<file path="src/rtl/ctrl_pkg.sv">
// Shared control encodings: FSM states, instruction classes and the
// select/opcode codes seen by the datapath and the ALU decoder.
package ctrl_pkg;

  typedef enum logic [2:0] {
    ST_RESET  = 3'd0,
    ST_FETCH  = 3'd1,
    ST_DECODE = 3'd2,
    ST_EXEC   = 3'd3,
    ST_MEM    = 3'd4,
    ST_WB     = 3'd5
  } state_t;

  typedef enum logic [3:0] {
    CL_R, CL_I_ALU, CL_LOAD, CL_STORE, CL_BRANCH,
    CL_LUI, CL_AUIPC, CL_JAL, CL_JALR, CL_ILLEGAL
  } iclass_t;

  // RV32I major opcodes
  localparam logic [6:0] OPC_R      = 7'b0110011;
  localparam logic [6:0] OPC_I_ALU  = 7'b0010011;
  localparam logic [6:0] OPC_LOAD   = 7'b0000011;
  localparam logic [6:0] OPC_STORE  = 7'b0100011;
  localparam logic [6:0] OPC_BRANCH = 7'b1100011;
  localparam logic [6:0] OPC_LUI    = 7'b0110111;
  localparam logic [6:0] OPC_AUIPC  = 7'b0010111;
  localparam logic [6:0] OPC_JAL    = 7'b1101111;
  localparam logic [6:0] OPC_JALR   = 7'b1100111;

  // ALU decoder class
  localparam logic [1:0] ALUOP_ADD    = 2'b00;
  localparam logic [1:0] ALUOP_BRANCH = 2'b01;
  localparam logic [1:0] ALUOP_ARITH  = 2'b10;

  // PC source
  localparam logic [1:0] PC_PLUS4  = 2'd0;
  localparam logic [1:0] PC_TARGET = 2'd1;
  localparam logic [1:0] PC_JALR   = 2'd2;

  // Write-back source
  localparam logic [1:0] RES_ALU = 2'd0;
  localparam logic [1:0] RES_MEM = 2'd1;
  localparam logic [1:0] RES_PC4 = 2'd2;

  // ALU operand selects
  localparam logic [1:0] SRCA_RS1  = 2'd0;
  localparam logic [1:0] SRCA_PC   = 2'd1;
  localparam logic [1:0] SRCA_ZERO = 2'd2;
  localparam logic       SRCB_RS2  = 1'b0;
  localparam logic       SRCB_IMM  = 1'b1;

  // Immediate formats
  localparam logic [2:0] IMM_I = 3'd0;
  localparam logic [2:0] IMM_S = 3'd1;
  localparam logic [2:0] IMM_B = 3'd2;
  localparam logic [2:0] IMM_U = 3'd3;
  localparam logic [2:0] IMM_J = 3'd4;

endpackage

</file>
<file path="src/rtl/instr_class_decode.sv">
// Opcode -> instruction class; anything not in RV32I base maps to ILLEGAL.
module instr_class_decode
  import ctrl_pkg::*;
(
  input  logic [6:0] i_opcode,
  output iclass_t    o_class
);

  // Pure lookup on the major opcode
  always_comb begin
    o_class = CL_ILLEGAL;
    case (i_opcode)
      OPC_R:      o_class = CL_R;
      OPC_I_ALU:  o_class = CL_I_ALU;
      OPC_LOAD:   o_class = CL_LOAD;
      OPC_STORE:  o_class = CL_STORE;
      OPC_BRANCH: o_class = CL_BRANCH;
      OPC_LUI:    o_class = CL_LUI;
      OPC_AUIPC:  o_class = CL_AUIPC;
      OPC_JAL:    o_class = CL_JAL;
      OPC_JALR:   o_class = CL_JALR;
      default:    o_class = CL_ILLEGAL;
    endcase
  end

endmodule

</file>
<file path="src/rtl/main_control_fsm.sv">
// Multi-cycle RV32I control FSM: FETCH/DECODE/EXEC/MEM/WB with a
// req/ready cache handshake and an optional sticky memory-timeout flag.
module main_control_fsm
  import ctrl_pkg::*;
#(
  parameter int MEM_TIMEOUT = 0
)(
  input  logic       clk,
  input  logic       rst_n,
  input  logic [6:0] opcode,
  input  logic [2:0] funct3,
  input  logic       funct7_b5,
  input  logic       branch_taken,
  input  logic       mem_ready,
  output logic       mem_req,
  output logic       mem_we,
  output logic       mem_is_fetch,
  output logic       ir_write,
  output logic       pc_write,
  output logic [1:0] pc_src,
  output logic       reg_write,
  output logic [1:0] result_src,
  output logic [1:0] alu_src_a,
  output logic       alu_src_b,
  output logic [2:0] imm_src,
  output logic [1:0] aluOP,
  output logic       OP_f7,
  output logic       illegal_instr,
  output logic       mem_timeout,
  output logic [2:0] state
);

  state_t  r_state, w_next;
  iclass_t r_class, w_class;

  instr_class_decode u_dec (
    .i_opcode (opcode),
    .o_class  (w_class)
  );

  assign state = r_state;

  // State register; class is captured once per instruction in DECODE
  always_ff @(posedge clk or negedge rst_n) begin
    if (!rst_n) begin
      r_state <= ST_RESET;
      r_class <= CL_ILLEGAL;
    end else begin
      r_state <= w_next;
      if (r_state == ST_DECODE) r_class <= w_class;
    end
  end

  // Next state and all control outputs; everything defaults to 0
  always_comb begin
    w_next        = r_state;
    mem_req       = 1'b0;
    mem_we        = 1'b0;
    mem_is_fetch  = 1'b0;
    ir_write      = 1'b0;
    pc_write      = 1'b0;
    pc_src        = PC_PLUS4;
    reg_write     = 1'b0;
    result_src    = RES_ALU;
    alu_src_a     = SRCA_RS1;
    alu_src_b     = SRCB_RS2;
    imm_src       = IMM_I;
    aluOP         = ALUOP_ADD;
    OP_f7         = 1'b0;
    illegal_instr = 1'b0;
    case (r_state)
      ST_RESET: w_next = ST_FETCH;
      ST_FETCH: begin
        mem_req      = 1'b1;
        mem_is_fetch = 1'b1;
        if (mem_ready) begin
          ir_write = 1'b1;
          w_next   = ST_DECODE;
        end
      end
      // ILLEGAL is resolved straight from the decoder so it costs no EXEC slot
      ST_DECODE: begin
        if (w_class == CL_ILLEGAL) begin
          illegal_instr = 1'b1;
          pc_write      = 1'b1;
          pc_src        = PC_PLUS4;
          w_next        = ST_FETCH;
        end else begin
          w_next = ST_EXEC;
        end
      end
      ST_EXEC: begin
        w_next = ST_WB;
        case (r_class)
          CL_R: begin
            aluOP = ALUOP_ARITH;
            OP_f7 = funct7_b5;
          end
          CL_I_ALU: begin
            alu_src_b = SRCB_IMM;
            aluOP     = ALUOP_ARITH;
            // IR[30] is a real modifier only for SRLI/SRAI; for ADDI it is imm bits
            OP_f7     = (funct3 == 3'b101) ? funct7_b5 : 1'b0;
          end
          CL_LOAD: begin
            alu_src_b = SRCB_IMM;
            imm_src   = IMM_I;
            w_next    = ST_MEM;
          end
          CL_STORE: begin
            alu_src_b = SRCB_IMM;
            imm_src   = IMM_S;
            w_next    = ST_MEM;
          end
          CL_BRANCH: begin
            aluOP    = ALUOP_BRANCH;
            imm_src  = IMM_B;
            pc_write = 1'b1;
            pc_src   = branch_taken ? PC_TARGET : PC_PLUS4;
            w_next   = ST_FETCH;
          end
          CL_LUI: begin
            alu_src_a = SRCA_ZERO;
            alu_src_b = SRCB_IMM;
            imm_src   = IMM_U;
          end
          CL_AUIPC: begin
            alu_src_a = SRCA_PC;
            alu_src_b = SRCB_IMM;
            imm_src   = IMM_U;
          end
          CL_JAL:  imm_src = IMM_J;
          CL_JALR: imm_src = IMM_I;
          default: w_next = ST_FETCH;
        endcase
      end
      ST_MEM: begin
        mem_req = 1'b1;
        mem_we  = (r_class == CL_STORE);
        if (mem_ready) begin
          if (r_class == CL_STORE) begin
            pc_write = 1'b1;
            pc_src   = PC_PLUS4;
            w_next   = ST_FETCH;
          end else begin
            w_next = ST_WB;
          end
        end
      end
      ST_WB: begin
        reg_write = 1'b1;
        pc_write  = 1'b1;
        case (r_class)
          CL_LOAD: result_src = RES_MEM;
          CL_JAL: begin
            result_src = RES_PC4;
            pc_src     = PC_TARGET;
          end
          CL_JALR: begin
            result_src = RES_PC4;
            pc_src     = PC_JALR;
          end
          default: result_src = RES_ALU;
        endcase
        w_next = ST_FETCH;
      end
      default: w_next = ST_RESET;
    endcase
  end

  generate
    if (MEM_TIMEOUT > 0) begin : g_tmo
      localparam int             CW    = $clog2(MEM_TIMEOUT + 1);
      localparam logic [CW-1:0]  LIMIT = CW'(MEM_TIMEOUT - 1);
      logic [CW-1:0] r_wait_cnt;
      logic          r_timeout;

      // Count consecutive unanswered request cycles; flag is sticky until reset
      always_ff @(posedge clk or negedge rst_n) begin
        if (!rst_n) begin
          r_wait_cnt <= '0;
          r_timeout  <= 1'b0;
        end else if (mem_req && !mem_ready) begin
          if (r_wait_cnt == LIMIT) r_timeout  <= 1'b1;
          else                     r_wait_cnt <= r_wait_cnt + 1'b1;
        end else begin
          r_wait_cnt <= '0;
        end
      end

      assign mem_timeout = r_timeout;
    end else begin : g_no_tmo
      assign mem_timeout = 1'b0;
    end
  endgenerate

endmodule

</file>
<file path="config.mk">
export PLATFORM = sky130hd
export DESIGN_NAME = main_control_fsm
export DESIGN_NICKNAME = d
export VERILOG_FILES = /design/src/rtl/ctrl_pkg.sv /design/src/rtl/instr_class_decode.sv /design/src/rtl/main_control_fsm.sv
export SDC_FILE = /design/constraint.sdc
export NUM_CORES = 1
export LEC_CHECK = 0
export CORE_UTILIZATION = 42
export DETAILED_ROUTE_END_ITERATION = 8
export PLACE_DENSITY = 0.82
export SETUP_SLACK_MARGIN = 0.1
export SYNTH_ARGS = -nofsm -noshare
export SYNTH_HDL_FRONTEND = slang
export SYNTH_HIERARCHICAL = 1
export SYNTH_SLANG_ARGS = --single-unit
</file>
<file path="constraint.sdc">
create_clock -name clk -period 1.9 [get_ports clk]
set_input_delay 0.285 -clock clk [delete_from_list [all_inputs] [get_ports clk]]
set_output_delay 0.285 -clock clk [all_outputs]
set_load 0.05 [all_outputs]
</file>
==> results.txt, run 1 <==
The flow did not finish. The stage where the run came to a stop is global routing. The tool reported: "[ERROR DPL-0038] Utilization greater than 100%, impossible to legalize". The number of clock sinks seen by CTS came out at 7. Including well taps, the total number of placed cells is 168.

Clock tree synthesis inserted a total of 3 buffers. The number of enable flip-flop cells after synthesis is 0. The instance area at placement is 1620 sq um. The maximum buffer depth of the clock tree is 2. The initial cell density of the core came out at 45.1%. Among all flip-flop cells after synthesis, the most frequent one is sky130_fd_sc_hd__dfrtp_1. The die outline width came out at 47.9 um.

The row count is 16. The cell area after technology mapping is 885 sq um. Input and output buffers added on the ports amount to 37. The worst-path endpoint after global-route repair_timing is pc_write. Counting flops and latches in the post-synthesis netlist gives 7. In this run the vertical extent of the chip is 47.9 um. The async set-reset flop share out of synthesis came out at 100%. Detailed placement ended at an HPWL of 2460 um. After the last repair the worst path ends at a top-level output. The count of cell types in the netlist came out at 50. 39 I/O pins were placed.

The number of nets handed over by synthesis was 114. Sequential cells were found to cover 20.1% of the synthesized design area. Averaged over all synthesized cells, the footprint is 8.94 sq um.

CTS placed an instance of sky130_fd_sc_hd__clkbuf_4 at the clock tree root. The count of synthesis-stage warnings from yosys is 6. The number of levels in the clock H-tree came out at 1.

The routability congestion estimate came out at 0.827. The post-synthesis cell count is 99. Entering global routing, the biggest net connects 12 pins.
-- cell usage after synthesis (2+ instances only) --
cell type | n | area [sq um]
sky130_fd_sc_hd__nor2_1 | 9 | 33.8
sky130_fd_sc_hd__buf_4 | 6 | 45.0
sky130_fd_sc_hd__nand2_1 | 6 | 22.5
sky130_fd_sc_hd__a21oi_1 | 5 | 25.0
sky130_fd_sc_hd__dfrtp_1 | 5 | 125
sky130_fd_sc_hd__mux2_1 | 5 | 56.3
sky130_fd_sc_hd__nand2b_1 | 4 | 25.0
sky130_fd_sc_hd__buf_2 | 3 | 15.0
sky130_fd_sc_hd__nand3b_1 | 3 | 22.5
sky130_fd_sc_hd__nor3_1 | 3 | 15.0
sky130_fd_sc_hd__nor3b_2 | 3 | 37.5
sky130_fd_sc_hd__a2111oi_2 | 2 | 30.0
sky130_fd_sc_hd__dfstp_2 | 2 | 52.6
sky130_fd_sc_hd__inv_1 | 2 | 7.51
sky130_fd_sc_hd__nand3_1 | 2 | 10.0
sky130_fd_sc_hd__nand3b_4 | 2 | 40.0
sky130_fd_sc_hd__nand4_1 | 2 | 12.5
sky130_fd_sc_hd__o21bai_1 | 2 | 15.0
sky130_fd_sc_hd__xnor2_1 | 2 | 17.5
-- cell families after synthesis --
logic type | count (synthesis) | share of synthesized area, %
mux | 5 | 6.36
xor+xnor | 3 | 2.97
simple gates | 48 | 39.3
buf+inv | 13 | 9.33
other cells | 1 | 0.424
flops | 7 | 20.1
compound gates | 22 | 21.5
-- through the flow --
stage               hold slack (ps)  worst slack [ps]
CTS                             290             -55.8
detailed placement              549              -619
global placement                549              -543
floorplan                     -10.6              -340
-- repair_timing --
item,in CTS
setup buffers,9
gates resized for setup,50
hold buffers,0
setup endpoints to repair,12
pin swaps,18
gates cloned,0
==> run 2: changes to the inputs <==
--- a/config.mk
+++ b/config.mk
@@ -5,10 +5,10 @@
 export SDC_FILE = /design/constraint.sdc
 export NUM_CORES = 1
 export LEC_CHECK = 0
-export CORE_UTILIZATION = 42
+export CORE_AREA = 2 2 63 65
 export DETAILED_ROUTE_END_ITERATION = 8
-export PLACE_DENSITY = 0.82
-export SETUP_SLACK_MARGIN = 0.1
+export DIE_AREA = 0 0 65 67
+export PLACE_DENSITY_LB_ADDON = 0.15
 export SYNTH_ARGS = -nofsm -noshare
 export SYNTH_HDL_FRONTEND = slang
 export SYNTH_HIERARCHICAL = 1
==> run 2 against run 1 <==
- the flow now finishes, with violations (setup timing)
- area after synthesis stayed put
- synthesized cell count is the same
==> results.txt, run 2 <==
The synthesized design contains 0 enable-type register cells. The maximum vdd ir drop is 0.424 mV. The maximum fanout along the worst path is 7. Summed over all layers, the global routing overflow is 0. The most instantiated flip-flop cell in the synthesis netlist is sky130_fd_sc_hd__dfrtp_1.

The fraction of the mapped netlist area in simple logic gates is 39.3%. The analysis attributes to cell leakage a power of 0.705 nW. The routability congestion estimate came out at 0.817. Of the post-synthesis cell area, the dominant cell type holds 14.1%. In the layout the commonest cells are sky130_fd_sc_hd__buf_4, sky130_fd_sc_hd__buf_12, sky130_fd_sc_hd__clkdlybuf4s50_1, sky130_fd_sc_hd__nor2_1, sky130_fd_sc_hd__mux2_1. The number of standard cells in the final layout excluding fillers is 199. Setup violations remaining at the end of the flow were counted as 1. Dividing the detail-routed wire length by the instance count gives 12.1 um. The time the final worst path needs with I/O delays and setup came out at 1920 ps. Yosys attributes the largest share of cell area to sky130_fd_sc_hd__dfrtp_1, sky130_fd_sc_hd__mux2_1, sky130_fd_sc_hd__dfstp_2.

The cell area after technology mapping is 885 sq um. The utilization after layout came out at 49.6%. For this run, the total global-route usage over all layers was measured as 11.8%.

For met1 alone, demand over resource in global routing was 13.5%. The post-route DRC violation count came out at 0. The slowest stage of the critical path belongs to the cell sky130_fd_sc_hd__or3_1.

The core footprint came out at 3610 sq um. The net count reported at finish came out at 167. Buffers inserted to repair hold after CTS numbered 0. The required time reported for the critical path endpoint came out at 1620 ps.

The arrival time at the worst endpoint came out at 1630 ps. The count of nets left with antenna violations once routing finished came out at 0. The row count came out at 22.

The library cell used most frequently in the layout, excluding fill and tap cells, is sky130_fd_sc_hd__buf_4. The share of the cycle needed by the critical path after routing is 101%. The number of clock sinks seen by CTS is 7. The violation count after the first detailed-route iteration is 21.

The dominant combinational cell family by area after synthesis is simple AND/OR/NAND/NOR gates. The initial cell density of the core is 24.5%. At the later pin of the worst-skew pair, clock insertion delay measures 220 ps. Across all setup checks in the final design, the least slack found is -18.7 ps. The cell taking the most area after synthesis is sky130_fd_sc_hd__dfrtp_1. Compared with the post-synthesis result, the final layout area differs by 102%. The delay of the slowest critical-path stage is 370 ps. The min-delay analysis places its worst path in the category input pin to asynchronous set/reset pin. Including well taps, the total number of placed cells is 193. Walking the worst path, the cells encountered are buf_8, or3_1, a211o_1, o31ai_4, nor4bb_4, nand2_2, o311ai_4, buf_12.

The number of filler cells placed in the layout came out at 352. Counting flops with an async set or reset pin after synthesis yields a share of 100%. The met3 routing resource usage after global routing came out at 0.338%. The compound-gate portion of the synthesized area came out at 21.5%. The cell sitting at the root of the clock tree is a sky130_fd_sc_hd__clkbuf_8.

The power per standard cell area came out at 1110 nW/um^2. The kind of critical path is input pin to primary output. The number of antenna repair diodes is 0. The number of flip-flops under the largest register name came out at 4. The top achievable clock speed came out at 521 MHz. The port buffer count is 37. The share of cell area taken by muxes after synthesis is 6.36%.

The final number of hold-violating endpoints is 0. In this run the number of H-tree levels came out at 1. The via count of the first global-routing pass came out at 907. The count of synthesis-stage warnings from yosys came out at 6. The post-synthesis cell count came out at 99. The final reports fail on setup timing. The reported max-cap violation count is 0. After detailed routing, the number of vias per cell comes to 4.68. Of the cells placed in the final design, the portion with a size suffix greater than 1 is 60.9%. STA classifies the critical path endpoint as a primary output.

The synthesized area per cell came out at 8.94 sq um. The die outline width came out at 65 um. The commonest cells after synthesis are sky130_fd_sc_hd__nor2_1, sky130_fd_sc_hd__buf_4, sky130_fd_sc_hd__nand2_1. The worst setup path is launched from an input pin.

The number of vias in the routed layout is 932. sky130_fd_sc_hd__nor2_1 is the most common cell in the netlist. The number of buffers created by CTS came out at 3.

The share of the Yosys chip area taken by registers is 20.1%. The number of ports placed on the die boundary is 39. The post-synthesis net count came out at 114. TritonCTS built the clock tree.

r_class holds more flip-flops than any other register. The count of cell types in the netlist came out at 50. The max-slew violation count is 0.

The number of optimization iterations in the first detailed-route pass is 2. The detailed-placement wirelength estimate is 2020 um. The arithmetic-cell share of the synthesized area counting full adders, half adders and majority gates came out at 0%. After Yosys synthesis, XOR and XNOR cells account for 2.97% of the synthesized area. The clock-pin slew on the worst setup and hold paths came out at 40 ps. The final routed wirelength across all metal layers is 2420 um.

The number of antenna violations at the first check in global routing is 0. No sink is reached through more buffers than the 2 on the longest clock path. The flow ran to the end, but the final reports show violations.

The final clock skew came out at 1.77 ps. The total of flip-flops plus latches after synthesis came out at 7. The global-route wire length before repair came out at 4000 um. The die outline area is 4360 sq um. The busiest layer in global routing is met2. The met2 usage in global routing came out at 21.9%.

Setup repair after global routing could not meet its margin everywhere. The largest net degree at the start of global routing came out at 11. The die boundary height is 67 um.
## run 2: cell counts after synthesis
Identical to the previous run, type by type.
## run 2: what timing repair did
| action | in CTS | in global routing |
|---|---|---|
| setup buffers | 2 | 0 |
| hold endpoints to repair | 0 | 0 |
| endpoints found under the setup margin | 5 | 7 |
| resized for setup | 40 | 4 |
| pin swaps | 11 | 5 |
## run 2: stage by stage
step                      area (sq um)  setup TNS (ps)  total power [mW]  setup slack (ps)  hold slack (ps)
after floorplan                    973           -1090              1.23              -340            -10.6
after global placement            1660           -1270              1.75              -489              564
after detailed placement          1660           -1390              1.76              -533              568
after CTS                         1770           -15.8              2.00             -15.8              333
after global routing              1790            -200              2.10             -78.5              346
final                             1790           -18.7              1.99             -18.7              321
## run 2: final timing paths
path | start | to | slack (ps) | cells after the start
setup / recovery | opcode[3] | pc_write | -20 | 8
hold / removal | rst_n | r_class[1] | 320 | 1
setup reg to reg | state[0] | r_class[1] | 460 | 4
hold reg to reg | state[2] | state[1] | 620 | 2
max in group asynchronous | rst_n | r_class[3] | 1290 | 1
min in group clk | opcode[3] | r_class[0] | 540 | 4
## run 2: power breakdown
group	switching [mW]	leakage [nW]	internal (mW)
logic	0.818	0.600	0.658
clock network	0.0557	0.0228	0.144
registers	0.0911	0.0822	0.224
total	0.965	0.705	1.03
## run 2: cell type report
cell class                 instances  area, sq um  area share [%]
multi-input combinational         79          773            43.2
timing repair buffer              58          714            40.0
sequential                         7          181            10.1
tap                               48         60.1            3.36
clock buffer                       4         45.0            2.52
inverter                           3         13.8           0.770
## run 2: layer usage
layer  wire (um)  up-vias
met5           0        -
met4          41        0
met3          91        4
met2        1290       27
met1         991      439
li1            -      462
## run 2: critical path, delay by kind of cell
kind	cells	cell delay (ps)
AND/OR/NAND/NOR	3	550
buffers and inverters	2	280
AO/OA/AOI/OAI	3	510
## run 2: kinds of logic after synthesis
kind of cell | Yosys count
compound gates | 22
xor+xnor | 3
buf+inv | 13
flops | 7
mux | 5
other cells | 1
simple gates | 48
(Power assumes the default switching activity.)
